File: config.mk
export PLATFORM = sky130hd
export DESIGN_NAME = axis_pkt_arb_2to1_flat
export DESIGN_NICKNAME = d
export VERILOG_FILES = /design/src/rtl/axis_pkt_arb_2to1_if.sv /design/src/rtl/axis_pkt_arb_2to1.sv /design/src/flat_wrapper.sv
export SDC_FILE = /design/constraint.sdc
export NUM_CORES = 1
export LEC_CHECK = 0
export BUFFER_PORTS_ARGS = -buffer_cell sky130_fd_sc_hd__buf_4
export CAP_MARGIN = 20
export CORE_AREA = 2 2 359 361
export DETAILED_ROUTE_END_ITERATION = 6
export DIE_AREA = 0 0 361 363
export PLACE_DENSITY_LB_ADDON = 0.05
export SYNTH_ARGS = -nofsm -noshare
export SYNTH_HDL_FRONTEND = slang
export SYNTH_SLANG_ARGS = --single-unit
File: constraint.sdc
create_clock -name s_axis_aclk -period 5.5 [get_ports s_axis_aclk]
set_clock_uncertainty 0.05 [all_clocks]
set_input_delay 0.275 -clock s_axis_aclk [delete_from_list [all_inputs] [get_ports s_axis_aclk]]
set_output_delay 0.275 -clock s_axis_aclk [all_outputs]
set_load 0.01 [all_outputs]
File: src/rtl/axis_pkt_arb_2to1_if.sv
// axis_if: AXI4-Stream bundle used for the arbiter's requester and output ports.
interface axis_if #(
  parameter int DATA_W = 256,
  parameter int KEEP_W = DATA_W/8
);
  logic              tvalid;
  logic              tready;
  logic              tlast;
  logic [DATA_W-1:0] tdata;
  logic [KEEP_W-1:0] tkeep;
  modport master(output tvalid, tlast, tdata, tkeep, input tready);
  modport slave(input tvalid, tlast, tdata, tkeep, output tready);
endinterface

File: src/rtl/axis_pkt_arb_2to1.sv
// axis_pkt_arb_2to1: packet-locked round-robin 2:1 AXI4-Stream arbiter with a registered output stage.
module axis_pkt_arb_2to1 #(
  parameter int DATA_W = 256,
  parameter int KEEP_W = DATA_W/8,
  parameter int CNT_W  = 16
)(
  input  logic             s_axis_aclk,
  input  logic             s_axis_aresetn,
  axis_if.slave            s0_axis,
  axis_if.slave            s1_axis,
  axis_if.master           m_axis,
  output logic [1:0]       grant,
  output logic             busy,
  output logic [CNT_W-1:0] pkt_cnt0,
  output logic [CNT_W-1:0] pkt_cnt1
);
  typedef enum logic [1:0] {IDLE, GNT0, GNT1} state_e;
  state_e            state_q, state_d;
  logic              last_q, last_d;
  logic              vld_q, vld_d, lst_q, lst_d;
  logic [DATA_W-1:0] dat_q, dat_d;
  logic [KEEP_W-1:0] kep_q, kep_d;
  logic [CNT_W-1:0]  cnt0_q, cnt0_d, cnt1_q, cnt1_d;
  logic              stage_ready, acc0, acc1;
  assign stage_ready     = !vld_q | m_axis.tready;
  assign s0_axis.tready  = (state_q == GNT0) & stage_ready;
  assign s1_axis.tready  = (state_q == GNT1) & stage_ready;
  assign acc0            = s0_axis.tvalid & s0_axis.tready;
  assign acc1            = s1_axis.tvalid & s1_axis.tready;
  assign m_axis.tvalid   = vld_q;
  assign m_axis.tlast    = lst_q;
  assign m_axis.tdata    = dat_q;
  assign m_axis.tkeep    = kep_q;
  assign grant           = {state_q == GNT1, state_q == GNT0};
  assign busy            = (state_q != IDLE) | vld_q;
  assign pkt_cnt0        = cnt0_q;
  assign pkt_cnt1        = cnt1_q;
  // last_q names the previous owner; a tie goes to the other port
  always_comb begin
    state_d = state_q;
    last_d  = last_q;
    unique case (state_q)
      IDLE: begin
        if (s0_axis.tvalid && (!s1_axis.tvalid || last_q)) begin
          state_d = GNT0;
          last_d  = 1'b0;
        end else if (s1_axis.tvalid) begin
          state_d = GNT1;
          last_d  = 1'b1;
        end
      end
      GNT0:    state_d = (acc0 && s0_axis.tlast) ? IDLE : GNT0;
      GNT1:    state_d = (acc1 && s1_axis.tlast) ? IDLE : GNT1;
      default: state_d = IDLE;
    endcase
  end
  always_comb begin
    vld_d  = (acc0 | acc1) ? 1'b1 : stage_ready ? 1'b0 : vld_q;
    dat_d  = acc1 ? s1_axis.tdata : acc0 ? s0_axis.tdata : dat_q;
    kep_d  = acc1 ? s1_axis.tkeep : acc0 ? s0_axis.tkeep : kep_q;
    lst_d  = acc1 ? s1_axis.tlast : acc0 ? s0_axis.tlast : lst_q;
    cnt0_d = cnt0_q + CNT_W'(acc0 & s0_axis.tlast);
    cnt1_d = cnt1_q + CNT_W'(acc1 & s1_axis.tlast);
  end
  always_ff @(posedge s_axis_aclk or negedge s_axis_aresetn) begin
    if (!s_axis_aresetn) begin
      state_q <= IDLE;
      last_q  <= 1'b1;
      vld_q   <= 1'b0;
      lst_q   <= 1'b0;
      dat_q   <= '0;
      kep_q   <= '0;
      cnt0_q  <= '0;
      cnt1_q  <= '0;
    end else begin
      state_q <= state_d;
      last_q  <= last_d;
      vld_q   <= vld_d;
      lst_q   <= lst_d;
      dat_q   <= dat_d;
      kep_q   <= kep_d;
      cnt0_q  <= cnt0_d;
      cnt1_q  <= cnt1_d;
    end
  end
endmodule

File: src/flat_wrapper.sv
// flat-port wrapper written by rule: the top's interface ports become plain ports
module axis_pkt_arb_2to1_flat 
#(
  parameter int DATA_W = 256,
  parameter int KEEP_W = DATA_W/8,
  parameter int CNT_W  = 16
)
  (s_axis_aclk, s_axis_aresetn, grant, busy, pkt_cnt0, pkt_cnt1, s0_axis_tvalid, s0_axis_tlast, s0_axis_tdata, s0_axis_tkeep, s0_axis_tready, s1_axis_tvalid, s1_axis_tlast, s1_axis_tdata, s1_axis_tkeep, s1_axis_tready, m_axis_tvalid, m_axis_tlast, m_axis_tdata, m_axis_tkeep, m_axis_tready);
  axis_if #(.DATA_W(DATA_W), .KEEP_W(KEEP_W)) s0_axis_i ();
  axis_if #(.DATA_W(DATA_W), .KEEP_W(KEEP_W)) s1_axis_i ();
  axis_if #(.DATA_W(DATA_W), .KEEP_W(KEEP_W)) m_axis_i ();
  input  logic s_axis_aclk;
  input  logic s_axis_aresetn;
  output logic [1:0] grant;
  output logic busy;
  output logic [CNT_W-1:0] pkt_cnt0;
  output logic [CNT_W-1:0] pkt_cnt1;
  input wire logic [$bits(s0_axis_i.tvalid)-1:0] s0_axis_tvalid;
  input wire logic [$bits(s0_axis_i.tlast)-1:0] s0_axis_tlast;
  input wire logic [$bits(s0_axis_i.tdata)-1:0] s0_axis_tdata;
  input wire logic [$bits(s0_axis_i.tkeep)-1:0] s0_axis_tkeep;
  output wire logic [$bits(s0_axis_i.tready)-1:0] s0_axis_tready;
  input wire logic [$bits(s1_axis_i.tvalid)-1:0] s1_axis_tvalid;
  input wire logic [$bits(s1_axis_i.tlast)-1:0] s1_axis_tlast;
  input wire logic [$bits(s1_axis_i.tdata)-1:0] s1_axis_tdata;
  input wire logic [$bits(s1_axis_i.tkeep)-1:0] s1_axis_tkeep;
  output wire logic [$bits(s1_axis_i.tready)-1:0] s1_axis_tready;
  output wire logic [$bits(m_axis_i.tvalid)-1:0] m_axis_tvalid;
  output wire logic [$bits(m_axis_i.tlast)-1:0] m_axis_tlast;
  output wire logic [$bits(m_axis_i.tdata)-1:0] m_axis_tdata;
  output wire logic [$bits(m_axis_i.tkeep)-1:0] m_axis_tkeep;
  input wire logic [$bits(m_axis_i.tready)-1:0] m_axis_tready;
  assign s0_axis_i.tvalid = s0_axis_tvalid;
  assign s0_axis_i.tlast = s0_axis_tlast;
  assign s0_axis_i.tdata = s0_axis_tdata;
  assign s0_axis_i.tkeep = s0_axis_tkeep;
  assign s0_axis_tready = s0_axis_i.tready;
  assign s1_axis_i.tvalid = s1_axis_tvalid;
  assign s1_axis_i.tlast = s1_axis_tlast;
  assign s1_axis_i.tdata = s1_axis_tdata;
  assign s1_axis_i.tkeep = s1_axis_tkeep;
  assign s1_axis_tready = s1_axis_i.tready;
  assign m_axis_tvalid = m_axis_i.tvalid;
  assign m_axis_tlast = m_axis_i.tlast;
  assign m_axis_tdata = m_axis_i.tdata;
  assign m_axis_tkeep = m_axis_i.tkeep;
  assign m_axis_i.tready = m_axis_tready;
  axis_pkt_arb_2to1 #(.DATA_W(DATA_W), .KEEP_W(KEEP_W), .CNT_W(CNT_W)) u_core (.s_axis_aclk(s_axis_aclk), .s_axis_aresetn(s_axis_aresetn), .s0_axis(s0_axis_i), .s1_axis(s1_axis_i), .m_axis(m_axis_i), .grant(grant), .busy(busy), .pkt_cnt0(pkt_cnt0), .pkt_cnt1(pkt_cnt1));
endmodule
==> metrics.csv <==
metric,value,unit
synthAdderAreaFrac,0.510,%
synth_top_family_by_area,simple AND/OR/NAND/NOR gates,
hold_path_depth,3,
synth-simple-area-share,24.5,%
netlist_top_cells_count,"nand2_1 (585), dfrtp_1 (324), nor2_1 (297)",
crit_fanout,128,
layout.nets,3737,
wl,91.7,mm
synth_xor_area_share,1.67,%
synth_most_common_cell,nand2_1,
grtUsageTotal,13.5,%
drv_slew,0,
clock_latency,0.61,ns
path_delay_family,buffers and inverters,
slowest_delay,0.89,ns
synth-warning-count,0,
syn-instance-count,1718,
die_h,363,um
syn_nets,2307,
hpwlAfterDp,65.5,mm
seqPwrFrac,26.9,%
cts_setup_buffers,0,
antenna_found_initial,19,
ys_seq_area_share,55.3,%
post_drt_wl_per_cell,18.9,um
drv_cap,0,
rsz0062_at_grt,false,
netlist_area,14700,sq um
drtIter0Drc,626,
numCtsBuffers,50,
cts_tree,done,
hold_path.class,in -> reg,
final_antenna_net_count,0,
status,finished clean,
switchingPower,5.79,mW
worst_setup_path_end_kind,register,
synth-main-ff-cell,dfrtp_1,
rows,131,
cts-htree-levels,2,
synth_compound_area_share,12.5,%
grt_pass1_vias,19300,
synth.avg_cell_area,8.57,sq um
max_freq,0.320,GHz
whs,0.0888,ns
path_buf_inv,2,
grt_max_degree,174,
drc_errors,0,
power_frac_clock,19.9,%
synthToLayoutAreaGrowth,107,%
power.internal,9.81,mW
synth_edf_count,0,
fin_cells,4852,
arrival,3.63,ns
yosys.cell_types.count,29,
core-area,127000,sq um
cts_root_buf,clkbuf_16,
synth-async-reset-ratio,100,%
place.gp.congestion,0.788,
cp_slowest_cell,and3b_4,
ir_drop,0.000245,V
vias,18000,
crit_required,6.00,ns
p_leak,13.6,nW
dieArea,131000,sq um
synth.top_cells.by_area,"dfrtp_1 (55%), nand2_1 (15%), a31oi_1 (12%)",
hold_viol,0,
via_per_inst,3.70,
fp.dieW,361,um
setup-violations-final,0,
start_kind,register,
cts.sinks,325,
dpl.cell_count,4176,
rr_worst_depth,5,
finalCriticalPeriod,3.12,ns
grt_pass1_wl,131,mm
yosysTopAreaCell,dfrtp_1,
synth_seq_cells,325,
synth_top_cell_area_share,55.1,%
clk_pin_slew,0.06,ns
tns,0,ns
drive_gt1_share,31.4,%
slew_headroom,31.6,%
worst_pin_slew,1.03,ns
drt_pre_antenna_iters,5,
initial_utilization,11.6,%
io_pins,910,
synth_mux_area_share,0.136,%
grt_overflow,0,
clockBufferDepth,3,
p_per_area,512,nW/um^2
finalCritPeriodShare,56.8,%
critPathKind,reg -> reg,
port_buffers,909,
p_sw_share,37.1,%
path_cells,"and3b_4, buf_12, nand2_1, a31oi_1, dlygate4sd3_1",
p_comb_share,53.2,%
cp.depth,5,
==> power by group through the flow <==
stage	clock, mW	sequential, mW	combinational [mW]
6_report	3.11	4.19	8.30
4_1_cts	3.28	4.21	8.41
2_1_floorplan	0	4.63	2.49
5_1_grt	3.36	4.36	9.11
3_5_place_dp	0	4.24	6.22
3_3_place_gp	0	4.22	6.24
==> flip-flops by register name, summed over array words and instances (netlist names) <==
name	flops
u_core.m_axis.tdata	256
u_core.m_axis.tkeep	32
u_core.pkt_cnt0	16
u_core.pkt_cnt1	16
u_core.state_q	2
u_core.last_q	1
u_core.m_axis.tlast	1
u_core.m_axis.tvalid	1
==> cell type report <==
class | instances | area, sq um
fillers | 14100 | 96600
repair buffers | 1507 | 12900
flip-flops and latches | 325 | 8130
multi-input cells | 1261 | 5790
well taps | 1662 | 2080
clock buffers | 70 | 1400
clock inverters | 12 | 106
diodes | 12 | 30.0
inverters | 3 | 11.3
==> cell usage in the layout, fill, tap and decap left out, types with 3 or more instances in the layout <==
| cell | instances |
|---|---|
| clkbuf_8 | 7 |
| nor2_1 | 297 |
| a31oi_1 | 288 |
| ha_1 | 6 |
| nand4_1 | 9 |
| nand2_1 | 585 |
| xnor2_1 | 17 |
| buf_4 | 914 |
| clkbuf_16 | 50 |
| diode_2 | 12 |
| dlygate4sd3_1 | 582 |
| a21oi_1 | 5 |
| clkbuf_1 | 13 |
| dfrtp_1 | 324 |
| inv_1 | 3 |
| clkinv_2 | 7 |
| buf_12 | 10 |
| nor3_1 | 5 |
| xor2_1 | 11 |
| nor2b_1 | 3 |
| nand3b_1 | 3 |
| nand3_1 | 16 |
| and3_1 | 4 |
==> stage by stage <==
stage                     util [%]  total power [mW]  worst slack (ns)  cell area [sq um]
after floorplan                  -              7.11              3.10              14700
after CTS                     23.9              15.9              2.28              30400
after global routing          24.0              16.8              2.13              30400
final                         24.0              15.6              2.38              30400
after global placement        18.2              10.5              2.61              23100
after detailed placement      18.2              10.5              2.58              23100
==> final timing paths <==
check                                    start                        to  slack [ns]
setup / recovery             u_core.state_q[0]   u_core.m_axis.tdata[19]        2.38
hold / removal                   s0_axis_tlast       u_core.m_axis.tlast        0.09
setup reg to reg             u_core.state_q[0]   u_core.m_axis.tdata[19]        2.38
hold reg to reg            u_core.pkt_cnt0[15]       u_core.pkt_cnt0[15]        0.43
max in group asynchronous       s_axis_aresetn   u_core.m_axis.tkeep[24]        3.88
min in group asynchronous       s_axis_aresetn  u_core.m_axis.tdata[100]        0.21
==> worst reg2reg max path, delay by kind of cell (launching register included) <==
kind,cells,cell delay (ns)
flops,1,0.46
compound gates,1,0.20
buf+inv,2,1.12
simple gates,2,1.24
==> logic make-up after synthesis <==
logic type                 after synthesis
xor gates and xnor gates                28
DFF                                    325
AOI/OAI and AO/OA                      294
muxes                                    2
buffers and inverters                  132
and+or+nand+nor                        931
adders and majority gates                6
==> layer usage <==
metal,share of wire [%],GRT usage (%)
met1,37,14.0
met2,51,24.5
met3,8.5,5.06
met4,3.2,5.02
met5,0.10,0
==> repair_timing <==
| action | 4_1_cts | 5_1_grt |
|---|---|---|
| gates resized for setup | 0 | 0 |
| setup endpoints to repair | 0 | 0 |
| hold buffers | 582 | 0 |
| endpoints found under the hold margin | 375 | 0 |
Power figures use the tool's default switching activity.
